`src/rtl/counter_arbiter_ctrl.sv`:
```
// counter_arbiter_ctrl: round-robin owner of a shared mod-2^CNT_W up/down
// counter. A granted requester gets its run of len steps, one per cycle, then
// a single-cycle done pulse. Optional macro COUNTER_LOAD_EN adds an
// idle-time parallel load of the counter (load / load_val).
//
// state | meaning
// IDLE  | no run in progress; arbitrate requests (and load, if enabled)
// RUN   | counter owned; step once per cycle while rem != 0
// DONE  | run finished; done pulse to owner, priority moves to the other side
module counter_arbiter_ctrl #(
   parameter int LEN_W = 4,
   parameter int CNT_W = 3
) (
   input  logic             clk,
   input  logic             rst_n,
   input  logic             req_a,
   input  logic             dir_a,
   input  logic [LEN_W-1:0] len_a,
   input  logic             req_b,
   input  logic             dir_b,
   input  logic [LEN_W-1:0] len_b,
`ifdef COUNTER_LOAD_EN
   input  logic             load,
   input  logic [CNT_W-1:0] load_val,
`endif
   output logic             gnt_a,
   output logic             gnt_b,
   output logic             done_a,
   output logic             done_b,
   output logic             busy,
   output logic             step,
   output logic             mode,
   output logic [CNT_W-1:0] count
);

   typedef enum logic [1:0] {IDLE, RUN, DONE} state_t;

   localparam logic [CNT_W-1:0] CNT_ONE = 1;
   localparam logic [LEN_W-1:0] LEN_ONE = 1;

   state_t           state;
   logic             owner;     // 0 = A, 1 = B
   logic             prio;      // 0 = A holds priority, 1 = B
   logic             mode_q;
   logic [LEN_W-1:0] rem;
   logic [CNT_W-1:0] count_q;

   logic want;
   logic pick_b;
   logic owner_req;

   // Arbitration: B wins only if A is absent or B holds priority.
   assign want      = req_a | req_b;
   assign pick_b    = req_b & (~req_a | prio);
   assign owner_req = owner ? req_b : req_a;

   // Controller state, run bookkeeping and the counter itself.
   always_ff @(posedge clk or negedge rst_n) begin
      if (!rst_n) begin
         state   <= IDLE;
         owner   <= 1'b0;
         prio    <= 1'b0;
         mode_q  <= 1'b0;
         rem     <= '0;
         count_q <= '0;
      end else begin
         case (state)
            IDLE: begin
               if (want) begin
                  owner  <= pick_b;
                  mode_q <= pick_b ? dir_b : dir_a;
                  rem    <= pick_b ? len_b : len_a;
                  state  <= RUN;
               end
`ifdef COUNTER_LOAD_EN
               else if (load) begin
                  count_q <= load_val;
               end
`endif
            end
            RUN: begin
               // Abandonment takes precedence over the step on the same edge.
               if (!owner_req) begin
                  state <= IDLE;
                  prio  <= ~owner;
               end else if (rem != '0) begin
                  count_q <= mode_q ? (count_q + CNT_ONE) : (count_q - CNT_ONE);
                  rem     <= rem - LEN_ONE;
               end else begin
                  state <= DONE;
                  prio  <= ~owner;
               end
            end
            DONE: begin
               state <= IDLE;
            end
            default: begin
               state <= IDLE;
            end
         endcase
      end
   end

   // Moore decode of the outputs from registered state only.
   assign gnt_a  = (state == RUN)  && !owner;
   assign gnt_b  = (state == RUN)  &&  owner;
   assign done_a = (state == DONE) && !owner;
   assign done_b = (state == DONE) &&  owner;
   assign busy   = (state != IDLE);
   assign step   = (state == RUN)  && (rem != '0);
   assign mode   = mode_q;
   assign count  = count_q;

endmodule
```
`config.mk`:
```
export PLATFORM = sky130hd
export DESIGN_NAME = counter_arbiter_ctrl
export DESIGN_NICKNAME = d
export VERILOG_FILES = /design/src/rtl/counter_arbiter_ctrl.sv
export SDC_FILE = /design/constraint.sdc
export NUM_CORES = 1
export LEC_CHECK = 0
export ABC_AREA = 1
export CAP_MARGIN = 20
export CORE_MARGIN = 2
export CORE_UTILIZATION = 50
export CTS_CLUSTER_DIAMETER = 50
export DETAILED_ROUTE_END_ITERATION = 10
export DONT_BUFFER_PORTS = 1
export SETUP_SLACK_MARGIN = 0.05
export SYNTH_ARGS = -nofsm -noshare
export SYNTH_HDL_FRONTEND = slang
export SYNTH_SLANG_ARGS = --single-unit
export TNS_END_PERCENT = 50
```
`constraint.sdc`:
```
create_clock -name clk -period 4 [get_ports clk]
set_input_delay 0.4 -clock clk [delete_from_list [all_inputs] [get_ports clk]]
set_output_delay 0.4 -clock clk [all_outputs]
set_load 0.005 [all_outputs]
```
==> flow_summary.yaml <==
clock_network:
  clkTransAtPathRegs_ns: 0.07
  post_cts_resized: 0
  cts_tree: "built"
  postCtsSetupBuffers: 0
  htreeDepth: 1
  cts_buffers: 3
  cts_root_buf: "clkbuf_4"
  clk_latency_ns: 0.27
  ctsHoldBuffers: 1
  clockBufferDepth: 2
  clock_sinks: 12
critical_path:
  worstSetupPathType: "reg -> out"
  startpoint_type: "flop"
  cp_max_fo: 4
  timing.rr.start: "mode$_DFFE_PN0P_"
  path_cells: "inv_1 > ha_1 > a31oi_1"
  critPathRequiredTime_ns: 3.60
  cp_slowest_stage_delay_ns: 0.35
  crit_start: "rem[0]$_DFFE_PN0P_"
  worstPathArrival_ns: 1.21
  cp-end-kind: "primary output"
  r2r-end: "count[2]$_DFFE_PN0P_"
  r2r_slack_ns: 2.61
  r2r_cells: 6
  cp_slowest_cell: "dfrtp_1"
routing:
  routed_wl_um: 1460
  viasPerCell: 5.02
  drc: 0
  wl_per_cell_um: 11.8
  ant_nets: 0
  first_iter_violations: 7
  num_vias: 618
  dr.pass1.iters: 3
grt:
  antenna_found_initial: 0
  grt_max_degree: 13
  grt_pass1_wl_um: 2610
  grt_pass1_vias: 607
  track_usage_pct: 19.2
  overflow: 0
place:
  gp_congestion: 0.784
  place.detailed.hpwl_um: 1150
  place_inst: 118
  io_buffers: 0
yosys:
  synthCells: 102
  seq_area_frac_synth_pct: 39.1
  synth_nets: 118
  yosysTopAreaCell: "dfrtp_1"
  yosysMostFrequentCell: "nand2_1"
  synthArstFlopShare_pct: 100
  synth-edff-count: 0
  ys_types: 20
  yosys-top-cells-area: "dfrtp_1 39%, nand2_1 17%, nand3_1 7.8%, inv_1 6.8%, xnor2_1 3.4%"
  yosysWarnings: 0
  ys_ff_latch: 12
  syn_area_per_cell_sq_um: 7.53
  yosysTopAreaCellShare_pct: 39.1
  synthFlopType: "dfrtp_1"
  synth.cell_area_sq_um: 768
  synthTopCellsByCount: "35 x nand2_1, 14 x inv_1, 12 x dfrtp_1, 12 x nand3_1"
power_and_ir_drop:
  p_clk_share_pct: 13.4
  p_sw_uw: 334
  p_leak_uw: 0.000440
  peakVddDrop_v: 0.000438
  switching_share_pct: 47.0
  power_frac_seq_pct: 33.7
  internal_power_uw: 376
  power_frac_comb_pct: 52.9
  p_per_area_mw_per_mm2: 851
floorplan:
  dieArea_sq_mm: 0.00187
  placementRows: 14
  start_util_pct: 52.2
  core_area_sq_mm: 0.00147
  die_w_um: 43.2
  die_h_um: 43.2
  pin_count: 24
timing:
  tightest_slew_ns: 0.537
  max-slew-margin-rel_pct: 64.1
  finalHoldViolCount: 0
  rsz0062_at_grt: "false"
  slew_viol_final: 0
  fin_crit_sh_pct: 40.1
  finClkSkew_ns: 0.000970
  tns_ns: 0
  fin_crit_ns: 1.61
  clock.fmax_ghz: 0.623
  finalSetupViolations: 0
worst_hold_path:
  min_from: "dir_b"
  min_path_type: "in -> reg"
  hold_depth: 2
  hold_path_end: "mode$_DFFE_PN0P_"
final_layout:
  nets: 124
  area.growth.synth_to_final_pct: 8.63
  fin_cells: 123
  final_core_util_pct: 56.7
  diodes: 0
  drive_above_1_share_pct: 15.0
  fillers: 151
outcome:
  status: "finished clean"
job:
  cap_viol_max_count: 0
## through the flow
stage / area [sq um] / setup slack [ns] / total power, uW / hold slack, ns
after detailed placement: 788 / 2.61 / 618 / 0.105
after global routing: 835 / 2.30 / 785 / 0.345
after global placement: 788 / 2.64 / 606 / 0.105
after floorplan: 768 / 2.68 / 543 / 0.104
final: 835 / 2.39 / 710 / 0.345
after CTS: 835 / 2.38 / 719 / 0.355
## registers in the layout, summed over array words and instances, names as in the netlist
signal and count:
rem 4, count 3, state 2, owner 1
prio 1, mode 1
## cell families (layout without fill, tap and decap cells)
kind of cell / count (synthesis) / after routing / synth area share [%]
and+or+nand+nor: 62 / 62 / 39.7
buffers and inverters: 17 / 22 / 8.96
DFF: 12 / 12 / 39.1
AOI/OAI and AO/OA: 6 / 6 / 4.56
xor gates and xnor gates: 3 / 3 / 3.42
adders and majority gates: 2 / 2 / 4.23
## power groups by stage
stage / Clock [uW] / Sequential [uW] / Combinational (uW)
after floorplan: 0 / 230 / 314
after detailed placement: 0 / 243 / 375
after global placement: 0 / 242 / 364
after CTS: 98.2 / 241 / 381
after global routing: 104 / 250 / 431
final: 95.3 / 239 / 376
## placed cells by master, fill, tap and decap left out, types with 2 or more instances in the layout
cell,instances
nor3_1,2
nand2_4,2
o21ai_1,4
nand3_1,12
nand2_1,35
clkbuf_4,3
nand2_2,3
nor2_1,4
inv_4,2
inv_1,14
xnor2_1,3
dfrtp_1,12
## cell type report
class	instances	area [sq um]	area share (%)
repair buffers	1	10.0	1.20
multi-input cells	73	399	47.8
inverters	17	68.8	8.25
flip-flops and latches	12	300	36.0
well taps	16	20.0	2.40
clock buffers	4	36.3	4.35
## critical path: cells and delay by family (launching register included)
kind	cells	cell delay, ns
fa+ha+maj	1	0.26
buf+inv	1	0.08
flops	1	0.35
compound gates	1	0.25
## how the worst max path moves through the flow
stage | to | slack [ns] | depth (start not counted)
after floorplan | count[2]$_DFFE_PN0P_ | 2.68 | 6
after global placement | count[2]$_DFFE_PN0P_ | 2.64 | 6
after detailed placement | count[2]$_DFFE_PN0P_ | 2.61 | 6
after CTS | step | 2.38 | 3
after global routing | step | 2.30 | 3
final | step | 2.39 | 3
## metal layers
metal / share of wire, % / GRT usage, %
met3: 6.3 / 8.51
met2: 50 / 31.0
met1: 44 / 23.7
met4: 0 / 3.64
met5: 0 / 0
Note: power is estimated with default switching activity, not from simulation.
